<file path="src/rtl/cpu_pkg.sv">
// cpu_pkg
// Shared definitions for the 8-bit, 4-register processor: opcode values,
// the sequencer state encoding (exported on the debug state port) and the
// immediate sign-extension helper used by both the sequencer and datapath.
package cpu_pkg;

    localparam logic [1:0] OP_ADD = 2'b00;
    localparam logic [1:0] OP_LD  = 2'b01;
    localparam logic [1:0] OP_ST  = 2'b10;
    localparam logic [1:0] OP_JMP = 2'b11;

    typedef enum logic [2:0] {
        S_HALT   = 3'd0,
        S_FETCH  = 3'd1,
        S_DECODE = 3'd2,
        S_MEM    = 3'd3,
        S_WB     = 3'd4,
        S_FAULT  = 3'd5
    } state_t;

    // Two-bit immediate ir[1:0] widened to an 8-bit two's complement value.
    function automatic logic [7:0] sext_imm(input logic [1:0] imm);
        return {{6{imm[1]}}, imm};
    endfunction

endpackage

</file>
<file path="src/rtl/ack_watchdog.sv">
// ack_watchdog
// Counts cycles that a memory request has been waiting for its acknowledge.
// Ports:
//   clock   - system clock
//   reset   - synchronous active-low reset
//   clear   - forces the count to zero (held while no request phase is active)
//   enable  - a request is pending and has not been acknowledged this cycle
//   timeout - this pending cycle is the TIMEOUT-th one without an ack
module ack_watchdog #(
    parameter int TIMEOUT = 15,
    parameter int CNT_W   = 4
) (
    input  logic clock,
    input  logic reset,
    input  logic clear,
    input  logic enable,
    output logic timeout
);

    logic [CNT_W-1:0] count_q;
    logic [CNT_W-1:0] count_d;

    // An ack in the same cycle keeps enable low, so the ack always wins
    // against a timeout that would otherwise fire in that cycle.
    always_comb begin
        count_d = count_q;
        if (clear) begin
            count_d = '0;
        end else if (enable) begin
            count_d = count_q + CNT_W'(1);
        end
    end

    assign timeout = enable && !clear && (count_q == CNT_W'(TIMEOUT - 1));

    always_ff @(posedge clock) begin
        if (!reset) begin
            count_q <= '0;
        end else begin
            count_q <= count_d;
        end
    end

endmodule

</file>
<file path="src/rtl/cpu_sequencer.sv">
// cpu_sequencer
// Multi-cycle control FSM: HALT -> FETCH -> DECODE -> (MEM) -> WB, with a
// watchdog on both memory handshakes and a sticky FAULT state.
// Ports:
//   clock, reset (sync, active-low)
//   run, step            - free-run level / single-step pulse
//   instruction, imem_ack, imem_req - instruction memory handshake
//   dmem_ack, dmem_req, dmem_we     - data memory handshake
//   ir, rf_raddr_a/b, rf_we, rf_waddr, wb_sel, pc_en, pc_offset - datapath control
//   state, busy, fault   - status
module cpu_sequencer
    import cpu_pkg::*;
#(
    parameter int TIMEOUT = 15,
    parameter int CNT_W   = 4
) (
    input  logic       clock,
    input  logic       reset,
    input  logic       run,
    input  logic       step,
    input  logic [7:0] instruction,
    input  logic       imem_ack,
    input  logic       dmem_ack,
    output logic       imem_req,
    output logic [7:0] ir,
    output logic [1:0] rf_raddr_a,
    output logic [1:0] rf_raddr_b,
    output logic       rf_we,
    output logic [1:0] rf_waddr,
    output logic       wb_sel,
    output logic       dmem_req,
    output logic       dmem_we,
    output logic       pc_en,
    output logic [7:0] pc_offset,
    output logic [2:0] state,
    output logic       busy,
    output logic       fault
);

    state_t     state_q, state_d;
    logic [7:0] ir_q, ir_d;
    logic       imem_req_q, imem_req_d;
    logic       dmem_req_q, dmem_req_d;
    logic       dmem_we_q, dmem_we_d;
    logic       rf_we_q, rf_we_d;
    logic       wb_sel_q, wb_sel_d;
    logic       pc_en_q, pc_en_d;
    logic       busy_q, busy_d;
    logic       fault_q, fault_d;

    logic       wd_clear;
    logic       wd_enable;
    logic       wd_timeout;
    logic [1:0] op_q;
    logic [1:0] op_d;

    assign op_q = ir_q[7:6];
    assign op_d = ir_d[7:6];

    // One counter serves both request phases; it is held at zero outside
    // them so every entry into FETCH or MEM starts from a clean count.
    assign wd_clear  = !((state_q == S_FETCH) || (state_q == S_MEM));
    assign wd_enable = ((state_q == S_FETCH) && !imem_ack) ||
                       ((state_q == S_MEM)   && !dmem_ack);

    ack_watchdog #(
        .TIMEOUT (TIMEOUT),
        .CNT_W   (CNT_W)
    ) u_watchdog (
        .clock   (clock),
        .reset   (reset),
        .clear   (wd_clear),
        .enable  (wd_enable),
        .timeout (wd_timeout)
    );

    // Next-state logic. Strobes are decoded from the next state so that
    // they are registered yet line up exactly with the state they belong to.
    always_comb begin
        state_d = state_q;
        ir_d    = ir_q;
        unique case (state_q)
            S_HALT: begin
                if (run || step) state_d = S_FETCH;
            end
            S_FETCH: begin
                if (imem_ack) begin
                    ir_d    = instruction;
                    state_d = S_DECODE;
                end else if (wd_timeout) begin
                    state_d = S_FAULT;
                end
            end
            S_DECODE: begin
                state_d = ((op_q == OP_LD) || (op_q == OP_ST)) ? S_MEM : S_WB;
            end
            S_MEM: begin
                if (dmem_ack) begin
                    state_d = S_WB;
                end else if (wd_timeout) begin
                    state_d = S_FAULT;
                end
            end
            S_WB: begin
                state_d = run ? S_FETCH : S_HALT;
            end
            S_FAULT: begin
                state_d = S_FAULT;
            end
            default: begin
                state_d = S_HALT;
            end
        endcase

        imem_req_d = (state_d == S_FETCH);
        dmem_req_d = (state_d == S_MEM);
        dmem_we_d  = (state_d == S_MEM) && (op_d == OP_ST);
        pc_en_d    = (state_d == S_WB);
        rf_we_d    = (state_d == S_WB) && ((op_d == OP_ADD) || (op_d == OP_LD));
        wb_sel_d   = (state_d == S_WB) && (op_d == OP_LD);
        busy_d     = (state_d != S_HALT) && (state_d != S_FAULT);
        fault_d    = (state_d == S_FAULT);
    end

    always_ff @(posedge clock) begin
        if (!reset) begin
            state_q    <= S_HALT;
            ir_q       <= '0;
            imem_req_q <= 1'b0;
            dmem_req_q <= 1'b0;
            dmem_we_q  <= 1'b0;
            rf_we_q    <= 1'b0;
            wb_sel_q   <= 1'b0;
            pc_en_q    <= 1'b0;
            busy_q     <= 1'b0;
            fault_q    <= 1'b0;
        end else begin
            state_q    <= state_d;
            ir_q       <= ir_d;
            imem_req_q <= imem_req_d;
            dmem_req_q <= dmem_req_d;
            dmem_we_q  <= dmem_we_d;
            rf_we_q    <= rf_we_d;
            wb_sel_q   <= wb_sel_d;
            pc_en_q    <= pc_en_d;
            busy_q     <= busy_d;
            fault_q    <= fault_d;
        end
    end

    // Register-file indices come straight from the latched instruction,
    // so they are stable from DECODE through WB.
    assign rf_raddr_a = ir_q[5:4];
    assign rf_raddr_b = ir_q[3:2];
    assign rf_waddr   = (op_q == OP_LD) ? ir_q[3:2] : ir_q[1:0];
    assign pc_offset  = (op_q == OP_JMP) ? sext_imm(ir_q[1:0]) : 8'd0;

    assign ir       = ir_q;
    assign imem_req = imem_req_q;
    assign dmem_req = dmem_req_q;
    assign dmem_we  = dmem_we_q;
    assign rf_we    = rf_we_q;
    assign wb_sel   = wb_sel_q;
    assign pc_en    = pc_en_q;
    assign state    = state_q;
    assign busy     = busy_q;
    assign fault    = fault_q;

endmodule

</file>
<file path="config.mk">
export PLATFORM = sky130hd
export DESIGN_NAME = cpu_sequencer
export DESIGN_NICKNAME = d
export VERILOG_FILES = /design/src/rtl/cpu_pkg.sv /design/src/rtl/ack_watchdog.sv /design/src/rtl/cpu_sequencer.sv
export SDC_FILE = /design/constraint.sdc
export NUM_CORES = 1
export LEC_CHECK = 0
export CELL_PAD_IN_SITES_DETAIL_PLACEMENT = 0
export CELL_PAD_IN_SITES_GLOBAL_PLACEMENT = 1
export CORE_MARGIN = 8
export CORE_UTILIZATION = 48
export DETAILED_ROUTE_END_ITERATION = 12
export DONT_BUFFER_PORTS = 1
export PLACE_DENSITY_LB_ADDON = 0.1
export REMOVE_ABC_BUFFERS = 1
export SLEW_MARGIN = 20
export SYNTH_ARGS = -nofsm -noshare
export SYNTH_HDL_FRONTEND = slang
export SYNTH_HIERARCHICAL = 1
export SYNTH_SLANG_ARGS = --single-unit
</file>
<file path="constraint.sdc">
create_clock -name clock -period 4.7 [get_ports clock]
set_clock_uncertainty 0.1 [all_clocks]
set_input_delay 0.94 -clock clock [delete_from_list [all_inputs] [get_ports clock]]
set_output_delay 0.94 -clock clock [all_outputs]
set_load 0.05 [all_outputs]
</file>
==> results.json <==
{
  "result_of_the_run": "finished, final reports clean",
  "fin_tns_setup_ps": 0,
  "place.gp.congestion": 0.787,
  "post-route-cell-area_sq_mm": 0.00114,
  "setup_viol_count_final": 0,
  "post_route_cells_drive_above_1_share_pct": 18.2,
  "slowest_delay_ps": 820,
  "max_slew.worst_pin.slew_ps": 1020,
  "core_sq_mm": 0.00239,
  "hold_viol_final": 0,
  "totalPowerFinal_w": 0.000405,
  "fillerInstances": 236,
  "global_route.usage.met2_pct": 16.5,
  "globalRoute.totalOverflow": 0,
  "regToRegEndpoint": "wb_sel$_SDFF_PN0_",
  "grt_first_pass_wirelength_um": 3800,
  "timing.hold.worst_path_depth": 2,
  "ys_ff_latch": 23,
  "critPathMaxFanout": 7,
  "cap_viol_max_count": 0,
  "critical-path-slowest-cell": "and2_4",
  "postCtsResizedCells": 0,
  "ys_warn_count": 6,
  "fin_nets": 129,
  "initial_core_util_pct": 49.0,
  "required_ps": 3660,
  "std_cell_rows": 18,
  "antenna_violating_nets_post_route": 0,
  "cp_num_buf_inv": 0,
  "yosys.cell_types.count": 39,
  "post_dp_cell_area_sq_mm": 0.00111,
  "cts_htree_levels": 1,
  "cts_hold_buf": 0,
  "mappedNetlistArea_sq_mm": 0.00117,
  "timing.critical_path.max_delay_family": "simple AND/OR/NAND/NOR gates",
  "r2r_cells": 8,
  "final_max_slew_viol_count": 0,
  "category_of_the_worst_setup_path_capture_point": "primary output",
  "grt.met3_usage_pct": 5.61,
  "cts.sinks": 23,
  "syn_area_per_cell_sq_um": 9.83,
  "grt_pass1_vias": 794,
  "initial_antenna_violation_count": 0,
  "p_leak_nw": 0.438,
  "ioPinCount": 47,
  "grt_most_used_layer": "met2",
  "path_cells": "ha_1 -> and2_4",
  "maximum_vdd_drop_mv": 0.146,
  "numCtsBuffers": 3,
  "tritoncts": "done",
  "path_clk_slew_ps": 130,
  "critical_path.startpoint_type": "register",
  "insertion_delay_ps": 310,
  "wl_per_cell_um": 16.3,
  "setup_repair_after_global_routing_missed_its_margin": "false",
  "dp.final_hpwl_um": 1730,
  "min_period_ps": 3170,
  "vias_per_cell": 5.39,
  "timing_worst_setup_path_type": "register to primary output",
  "number_of_buffers_between_clock_root_and_the_deepest_sink": 2,
  "cp.depth": 2,
  "grt_use_total_pct": 11.2,
  "die_width_um": 65.4,
  "maxClockFrequency_mhz": 316,
  "reg2reg_slack_ps": 1560,
  "drcViolationCount": 0,
  "hp-start": "u_watchdog/count_q[3]$_SDFFE_PP0P_",
  "relSlewSlack_pct": 31.8,
  "worstHoldPathType": "register to register",
  "port-buffer-count": 0,
  "critical_path_arrival_ps": 2130,
  "globalRouteMet1Util_pct": 13.2,
  "post-cts-setup-buffer-count": 0,
  "synthesis.instances": 119,
  "min_to": "u_watchdog/count_q[3]$_SDFFE_PP0P_",
  "detail_route.first_pass.iterations": 4,
  "pwr_density_cell_mw_per_mm2": 355,
  "drtIter0Drc": 27,
  "synth.yosys.seq_area_share_pct": 39.4,
  "drt_wl_total_um": 2290,
  "clk_root_buffer_cell": "clkbuf_4",
  "antennaDiodeCount": 0,
  "detailroute.via_count": 755,
  "die-area_sq_mm": 0.00427,
  "timing.rr.start": "state[1]$_SDFF_PN0_",
  "finalCritPeriodShare_pct": 67.4,
  "die_h_um": 65.4,
  "final_util_pct": 47.8,
  "grt_max_degree": 14,
  "synthToLayoutAreaGrowth_pct": -2.46
}
-- worst max path at each step --
stage	from	end	slack, ps
final	ir[6]$_SDFF_PN0_	pc_offset[6]	1530
after floorplan	ir[7]$_SDFF_PN0_	pc_offset[1]	380
after global routing	state[1]$_SDFF_PN0_	wb_sel$_SDFF_PN0_	1320
after CTS	ir[7]$_SDFF_PN0_	pc_offset[6]	1510
after global placement	state[1]$_SDFF_PN0_	wb_sel$_SDFF_PN0_	1750
after detailed placement	state[1]$_SDFF_PN0_	wb_sel$_SDFF_PN0_	1620
-- sequential cells by signal (all words and copies together) (netlist names) --
name                cells
fault                   1
dmem_req                1
dmem_we                 1
rf_we                   1
ir                      8
wb_sel                  1
imem_req                1
u_watchdog/count_q      4
pc_en                   1
state                   3
busy                    1
-- placed cells by master, fill, tap and decap left out, types with 2 or more instances in the layout --
master / instances
ha_1: 4
nor2_1: 13
a211oi_2: 2
nand3b_1: 4
inv_1: 6
or3b_1: 2
nand4_1: 2
mux2_2: 2
nand2b_1: 7
clkbuf_4: 3
nand2_1: 2
o21ai_0: 3
and2_1: 2
nor3_1: 2
a211oi_1: 2
mux2i_1: 8
dfxtp_1: 23
-- worst min-delay path, stage by stage (launching register included) --
cell	delay, ps
dfxtp_1	340
nand3b_1	80
mux2i_1	60
-- Yosys cell counts (all sizes together) --
master	count	share of area [%]
dfxtp	23	39
buf	14	9.4
nor2	13	4.2
mux2i	8	6.8
nand2b	8	4.5
inv	6	1.9
a211oi	4	3.4
ha	4	4.3
nand3b	4	2.6
and2	3	1.6
mux2	3	3.2
nand2	3	1.2
o21ai	3	1.3
nand4	2	1.1
nor3	2	0.86
nor4	2	1.6
or3b	2	1.5
a21bo	1	0.86
a21o	1	0.64
a21oi	1	0.43
a31o	1	0.75
and2b	1	0.75
nand4bb	1	0.96
nor2b	1	0.54
nor3b	1	0.64
nor4bb	1	0.86
o211a	1	0.86
o211ai	1	1.1
o31ai	1	0.64
or2	1	0.54
or3	1	0.96
xnor2	1	0.75
-- power by group --
group          internal [W]  switching, W   total, W
Sequential         0.000205     0.0000515   0.000256
Clock             0.0000317     0.0000584  0.0000901
Combinational     0.0000258     0.0000324  0.0000582
-- through the flow --
step	setup WS, ps	hold slack, ps	instances
after CTS	1510	424	140
after floorplan	383	374	105
after detailed placement	1620	404	136
after global placement	1750	396	136
final	1530	419	140
after global routing	1320	463	140
-- logic make-up after synthesis --
group	count (synthesis)	share of synthesized area, %
AOI/OAI and AO/OA	14	9.95
adders and majority gates	4	4.28
buffers and inverters	20	11.3
DFF	23	39.4
xor gates and xnor gates	1	0.749
muxes	11	10.1
and+or+nand+nor	46	24.3
-- routing by layer --
layer	wire length, um	vias up	part of all wire [%]
met5	0	-	0
met4	15	0	0.66
met3	280	2	12
met2	979	28	43
met1	1010	345	44
li1	-	380	-
-- area by class of cell --
class / instances / area, sq um / area share, %
clock inverter: 1 / 5.00 / 0.439
sequential: 23 / 460 / 40.4
clock buffer: 3 / 22.5 / 1.97
multi-input combinational: 76 / 586 / 51.3
timing repair buffer: 1 / 7.51 / 0.658
inverter: 6 / 22.5 / 1.97
tap: 30 / 37.5 / 3.29
Power figures use the tool's default switching activity.
